==> src/rtl/btb.sv <==
// btb: direct-mapped branch target buffer for the fetch stage.
// Lookup is combinational from lookup_pc; training comes from the execute
// stage's resolved control flow and takes effect on the next rising edge.
// Optional feature macro: BTB_2BIT_CTR_EN. When defined, each entry keeps a
// 2-bit saturating direction counter; otherwise a single last-outcome bit.
module btb #(
  parameter int ENTRIES = 32
) (
  input  logic        clk,
  input  logic        rst,
  input  logic [31:0] lookup_pc,
  output logic        btb_hit,
  output logic        predicted_taken,
  output logic [31:0] predicted_next_pc,
  input  logic        update_btb,
  input  logic [31:0] ex_pc,
  input  logic [31:0] ex_jump_addr,
  input  logic        ex_taken
);

  localparam int IDX = $clog2(ENTRIES);
  localparam int TW  = 30 - IDX;

`ifdef BTB_2BIT_CTR_EN
  localparam int CW = 2;
  localparam logic [CW-1:0] CTR_RST   = 2'b01;
  localparam logic [CW-1:0] CTR_ALLOC = 2'b10;
  localparam logic [CW-1:0] CTR_MAX   = 2'b11;
  localparam logic [CW-1:0] CTR_MIN   = 2'b00;
`else
  localparam int CW = 1;
  localparam logic [CW-1:0] CTR_RST   = 1'b0;
  localparam logic [CW-1:0] CTR_ALLOC = 1'b1;
`endif

  // Per-entry state
  logic          valid_q  [ENTRIES];
  logic [TW-1:0] tag_q    [ENTRIES];
  logic [31:0]   target_q [ENTRIES];
  logic [CW-1:0] ctr_q    [ENTRIES];

  // Address split for the fetch-side lookup and the execute-side update
  logic [IDX-1:0] lk_idx;
  logic [TW-1:0]  lk_tag;
  logic [IDX-1:0] ex_idx;
  logic [TW-1:0]  ex_tag;
  logic           ex_hit;
  logic [CW-1:0]  ctr_next;

  assign lk_idx = lookup_pc[IDX+1:2];
  assign lk_tag = lookup_pc[31:IDX+2];
  assign ex_idx = ex_pc[IDX+1:2];
  assign ex_tag = ex_pc[31:IDX+2];

  // Byte-offset bits of the execute PC play no part in indexing or tagging.
  logic unused_ex_pc_bits;
  assign unused_ex_pc_bits = ^ex_pc[1:0];

  // Combinational lookup: hit, direction and next fetch PC (pre-update state)
  always_comb begin
    btb_hit           = valid_q[lk_idx] && (tag_q[lk_idx] == lk_tag);
    predicted_taken   = btb_hit && ctr_q[lk_idx][CW-1];
    predicted_next_pc = predicted_taken ? target_q[lk_idx] : lookup_pc + 32'd4;
  end

  assign ex_hit = valid_q[ex_idx] && (tag_q[ex_idx] == ex_tag);

  // Direction state after a resolved outcome on a hitting entry
  always_comb begin
    // NOTE: assign a default first so every path drives ctr_next; otherwise a latch is inferred.
    ctr_next = ctr_q[ex_idx];
`ifdef BTB_2BIT_CTR_EN
    if (ex_taken && (ctr_q[ex_idx] != CTR_MAX)) begin
      ctr_next = ctr_q[ex_idx] + 2'd1;
    end else if (!ex_taken && (ctr_q[ex_idx] != CTR_MIN)) begin
      ctr_next = ctr_q[ex_idx] - 2'd1;
    end
`else
    ctr_next = ex_taken;
`endif
  end

  // Entry storage: synchronous reset clears all history; reset beats update
  always_ff @(posedge clk) begin
    if (rst) begin
      // NOTE: the whole table is reset because stale targets/counters must not
      // survive a reset; this keeps the arrays in flops rather than RAM macros.
      for (int i = 0; i < ENTRIES; i++) begin
        // NOTE: non-blocking assignments for all sequential state so every
        // reader in this cycle sees the pre-edge contents.
        valid_q[i]  <= 1'b0;
        tag_q[i]    <= '0;
        target_q[i] <= '0;
        ctr_q[i]    <= CTR_RST;
      end
    end else if (update_btb) begin
      if (ex_hit) begin
        ctr_q[ex_idx] <= ctr_next;
        if (ex_taken) begin
          target_q[ex_idx] <= ex_jump_addr;
        end
      end else if (ex_taken) begin
        // Allocate, evicting whatever aliased at this index
        valid_q[ex_idx]  <= 1'b1;
        tag_q[ex_idx]    <= ex_tag;
        target_q[ex_idx] <= ex_jump_addr;
        ctr_q[ex_idx]    <= CTR_ALLOC;
      end
    end
  end

endmodule

==> config.mk <==
export PLATFORM = sky130hd
export DESIGN_NAME = btb
export DESIGN_NICKNAME = d
export VERILOG_FILES = /design/src/rtl/btb.sv
export SDC_FILE = /design/constraint.sdc
export NUM_CORES = 2
export LEC_CHECK = 0
export CORE_MARGIN = 4
export CORE_UTILIZATION = 50
export CTS_BUF_LIST = sky130_fd_sc_hd__clkbuf_16
export CTS_CLUSTER_DIAMETER = 150
export CTS_CLUSTER_SIZE = 40
export DETAILED_ROUTE_END_ITERATION = 7
export HOLD_SLACK_MARGIN = 0.12
export PLACE_DENSITY = 0.64
export SYNTH_ARGS = -nofsm -noshare
export SYNTH_HDL_FRONTEND = slang
export SYNTH_SLANG_ARGS = --single-unit
==> constraint.sdc <==
create_clock -name clk -period 5.5 [get_ports clk]
set_input_delay 0.55 -clock clk [delete_from_list [all_inputs] [get_ports clk]]
set_output_delay 0.55 -clock clk [all_outputs]
set_load 0.05 [all_outputs]
After elaboration in Yosys (flattened, before gate mapping):

Memories as Yosys holds them, arrays and structs flattened.
Cells that the tools add are included.

* add/sub/neg operators: 1
* equal/unequal tests: 2
* muxes and demuxes: 30
* bitwise operators: 2
* reductions and logical operators: 7

Operator list (number)
* $mux 32: 3
* $eq 25x25->1: 2
* $add 32x3->32 const B: 1
* $reduce_or 32->1: 1
* $mux 25: 1
* $reduce_or 25->1: 1
* $mux 1: 22
* $mux 5: 4
* $logic_and 1x1->1: 3
* $or 1x1->1: 2
* $reduce_or 1->1: 2

* bits in registers: 0
* RAM bits: 1888
* bits of input ports: 100
* output and inout bits: 34
* logic and storage cells: 46
* memories kept: 4

Memory list
* target_q: words 32, bits a word 32, rd ports 1, clocked after memory_dff 0, wr ports 32, RTL line 39 `logic [31:0] target_q [ENTRIES];`
* tag_q: words 32, bits a word 25, rd ports 2, clocked after memory_dff 0, wr ports 32, RTL line 38 `logic [TW-1:0] tag_q [ENTRIES];`
* ctr_q: words 32, bits a word 1, rd ports 1, clocked after memory_dff 0, wr ports 32, RTL line 40 `logic [CW-1:0] ctr_q [ENTRIES];`
* valid_q: words 32, bits a word 1, rd ports 2, clocked after memory_dff 0, wr ports 32, RTL line 37 `logic valid_q [ENTRIES];`

Logic depth before layout (Yosys ltp):

An unclocked memory read counts as a cell.

* depth after elaboration: 10
* depth in mapped cells: 18
* gate-level depth less buffers: 10

Worst setup path after synthesis:

Ideal clock, no wire load.

* path type: input-to-reg
* start point: input ex_pc[2]
* end point: memory tag_q[0][0] (netlist bit) (enable)
* library setup time: 0.442 ns
* arrival time: 5.045 ns
* setup slack: 0.013 ns
* stages: 16
* buffers on the path: 7
* cell sequence: buf_2 > buf_2 > buf_2 > buf_2 > buf_2 > mux2i_1 > o22ai_1 > nor4_1 > nand2_1 > xor2_1 > nor4_1 > nand4_1 > nand3_1 > buf_4 > buf_2 > o21ai_0

RTL lines
* from (decl): RTL line 16 `input logic [31:0] ex_pc,`
* to (decl): RTL line 38

Worst setup path in the final report:

* start point: input lookup_pc[4]
* end point: output predicted_next_pc[31]

* longest elaborated chain between the ends: 5

Ends and longest elaborated chain
* from (decl): RTL line 11 `input logic [31:0] lookup_pc,`
* $mem_v2 32x25
* $eq 25x25->1: RTL line 61 `btb_hit = valid_q[lk_idx] && (tag_q[lk_idx] == lk_tag);`
* $logic_and 1x1->1: RTL line 61
* $logic_and 1x1->1: RTL line 62 `predicted_taken = btb_hit && ctr_q[lk_idx][CW-1];`
* $mux 32 (*): RTL line 63 `predicted_next_pc = predicted_taken ? target_q[lk_idx] : lookup_pc + 32'd4;`
* to (decl): RTL line 14 `output logic [31:0] predicted_next_pc,`

Every way passes the cells marked *; elsewhere a longest branch is shown, timed or not.

==> impl_metrics.json <==
{
  "r2r_start": "tag_q[29][5]$_SDFFCE_PN0P_",
  "pwr-share-comb_pct": 13.5,
  "synth_edf_count": 1856,
  "worstSkewPairLatency_ps": 810,
  "drcViolationCount": 0,
  "ir_worst_vdd_uv": 320,
  "syn-cell-area_mm2": 0.0930,
  "io_pins": 134,
  "detail_route.wl_per_cell_um": 37.7,
  "hold_viol": 0,
  "grt.overflow.total": 0,
  "hp-class": "reg -> reg",
  "drt-initial-drc-count": 9379,
  "hold_buffers": 0,
  "grtUsageTotal_pct": 34.6,
  "initial_core_util_pct": 50.5,
  "rsz0062_at_grt": "yes",
  "syn_to_final_growth_pct": 11.8,
  "numCtsBuffers": 53,
  "startpoint": "lookup_pc[4]",
  "crit_required_ps": 4950,
  "startpoint_type": "input port",
  "skew_ps": 28.4,
  "r2r_setup_slack_ps": 1150,
  "synth_async_sr_flop_share_pct": 0,
  "worstRegToRegCells": 12,
  "dp_slack_ps": -1090,
  "p_leak_nw": 36.3,
  "grt_max_degree": 134,
  "n_fill_cell": 14592,
  "finalSetupViolations": 6,
  "seq_area_frac_synth_pct": 60.6,
  "endpoint": "predicted_next_pc[31]",
  "syn_area_per_cell_um2": 14.6,
  "internal_power_mw": 19.7,
  "wl_um": 337000,
  "fin_crit_sh_pct": 101,
  "ys_ff_latch": 1888,
  "p_clk_share_pct": 23.2,
  "drtPass1Iterations": 7,
  "vias": 59569,
  "fin_crit_ps": 5540,
  "routed_via_density": 6.66,
  "dieArea_mm2": 0.193,
  "synth_warnings": 0,
  "rows": 157,
  "tightest_slew_ps": 1320,
  "ff_latch_area_mm2": 0.0564,
  "fin_nets": 6536,
  "status": "finished, violations left",
  "fin_util_pct": 56.5,
  "critPathKind": "in -> out",
  "setup_slack_ps": -36.4,
  "syn_nets": 6481,
  "power_switching_mw": 6.82,
  "clock-sinks": 1888,
  "core_mm2": 0.184,
  "drive_above_1_share_pct": 21.0,
  "place.gp.congestion": 0.959,
  "fp.dieW_um": 439,
  "dieHeight_um": 439,
  "antenna_found_initial": 45,
  "htree_levels": 2,
  "multi_input_area_mm2": 0.0354,
  "cts.clk_slew.worst_paths_ps": 150,
  "dp.final_hpwl_um": 212000,
  "p_sw_share_pct": 25.7,
  "p_per_area_mw_per_mm2": 255,
  "failed_checks": "negative setup slack",
  "grt_pass1_vias": 58740,
  "tritoncts": "yes",
  "setup_tns_ps": -113,
  "r2r_end": "tag_q[20][23]$_SDFFCE_PN0P_",
  "ctsLongestPathBuffers": 3,
  "port_buffers": 131,
  "netlist_instances": 6380,
  "arrival_ps": 4990,
  "yosysUniqueCellTypes": 59,
  "seqPwrFrac_pct": 63.3,
  "final_antenna_net_count": 0,
  "ys.flop_type": "edfxtp_1",
  "final_max_slew_viol_count": 0,
  "clock_tree.root_cell": "clkbuf_16",
  "maxCapViolCount": 0,
  "cp_max_fo": 19,
  "end_kind": "output pin",
  "slew_headroom_pct": 11.8,
  "grt_pass1_wl_um": 463000,
  "power_mw": 26.5,
  "max_freq_ghz": 0.181
}
==> registers in the layout (all words and copies together) (netlist names) <==
register	flops
valid_q	32
tag_q	800
ctr_q	32
target_q	1024
==> power groups by stage <==
stage          clock network (mW)  logic [mW]  registers (mW)
5_1_grt                      6.63        3.67            16.8
3_3_place_gp                    0        3.44            17.0
6_report                     6.15        3.58            16.8
2_1_floorplan                   0        1.90            17.0
4_1_cts                      6.16        3.51            16.8
3_5_place_dp                    0        3.46            17.1
==> per-stage QoR <==
stage | hold slack [ps] | instance area [µm²] | cells
final | 492 | 104000 | 8950
after detailed placement | 458 | 102000 | 8831
after CTS | 491 | 104000 | 8921
after global routing | 518 | 104000 | 8930
after floorplan | 438 | 93000 | 6380
after global placement | 446 | 102000 | 8831
==> synth_stat cells (all sizes together) (3+ instances only) <==
master	number	area, µm²
nor3	101	505
and3	24	150
o211ai	5	37.5
xor2	38	333
edfxtp	1856	55700
dfxtp	32	641
nand2	48	180
mux2i	511	5110
and2	1758	11000
o21ai	113	566
o22ai	222	1390
o2111ai	3	26.3
nor2	85	319
nand4bb	7	78.8
nand4b	4	35.0
a21oi	59	295
a211o	4	35.0
clkbuf	464	1740
mux2	15	169
a22oi	40	300
buf	193	1030
a221oi	23	208
a21o	36	270
clkinv	3	11.3
o221ai	13	114
or3b	4	35.0
nand3	27	135
and4	4	35.0
mux4	491	11100
xnor2	18	158
nor4	54	350
nand4	13	81.3
a22o	8	70.1
a211oi	42	325
nand3b	6	45.0
nand2b	5	31.3
a31oi	7	43.8
nor2b	7	43.8
inv	10	37.5
or4b	4	40.0
or4	10	75.1
==> layer usage <==
layer | global-route usage, % | wire length (µm) | vias to the layer above
li1 | - | - | 24006
met1 | 44.0 | 118000 | 30616
met2 | 54.7 | 157000 | 3951
met3 | 6.29 | 34600 | 988
met4 | 22.8 | 27100 | 8
met5 | 0 | 44 | -
==> how the worst min path moves through the flow <==
stage / start / to / slack, ps / depth (start not counted)
finish: valid_q[27]$_DFF_P_ / valid_q[27]$_DFF_P_ / 490 / 1
global route: valid_q[17]$_DFF_P_ / valid_q[17]$_DFF_P_ / 520 / 1
CTS: valid_q[27]$_DFF_P_ / valid_q[27]$_DFF_P_ / 490 / 1
detailed placement: valid_q[18]$_DFF_P_ / valid_q[18]$_DFF_P_ / 460 / 1
global placement: valid_q[23]$_DFF_P_ / valid_q[23]$_DFF_P_ / 450 / 1
floorplan: valid_q[10]$_DFF_P_ / valid_q[10]$_DFF_P_ / 440 / 1
==> kinds of logic after synthesis <==
family,synth area share (%)
and+or+nand+nor,14.2
DFF,60.6
muxes,17.6
buffers and inverters,3.04
AOI/OAI and AO/OA,4.05
xor gates and xnor gates,0.528
adders and majority gates,0.0135
==> critical path, cell delays in order <==
cell,delay [ps]
clkbuf_8,230
or3b_2,710
buf_4,260
o22ai_1,180
a211oi_1,120
a21oi_2,440
xnor2_1,180
nand4_1,200
or4_4,560
or4_4,510
bufbuf_16,360
a211oi_1,190
buf_4,160
a21oi_1,70
buf_4,220
==> final cells by class <==
class / count / area share [%]
flip-flops and latches: 1888 / 54.2
multi-input cells: 3822 / 34.0
repair buffers: 657 / 7.18
well taps: 2464 / 2.97
clock buffers: 53 / 1.28
clock inverters: 27 / 0.187
diodes: 26 / 0.0626
inverters: 13 / 0.0554
==> repair_timing <==
action                                 4_1_cts  5_1_grt
buffers inserted                             8        2
pin swaps                                    4        5
gates cloned                                 2        1
resized for setup                           42       45
endpoints found under the hold margin        0        0
setup endpoints to repair                   34       29
==> placed cells by master (no fill, tap or decap), types with 22 or more instances in the layout <==
cell type        count
edfxtp_1          1856
and2_1            1757
mux2i_1            510
mux4_2             491
buf_4              379
o22ai_1            222
buf_12             172
nor3_1             100
clkdlybuf4s50_1     91
o21ai_4             66
nor2_4              60
clkbuf_16           54
nor4_1              51
a21oi_1             47
o21ai_0             47
nand2_1             46
xor2_1              37
a21o_1              36
a22oi_1             34
dfxtp_1             32
inv_1               27
diode_2             26
and3_1              23
nand3_1             22
Power figures use the tool's default switching activity.
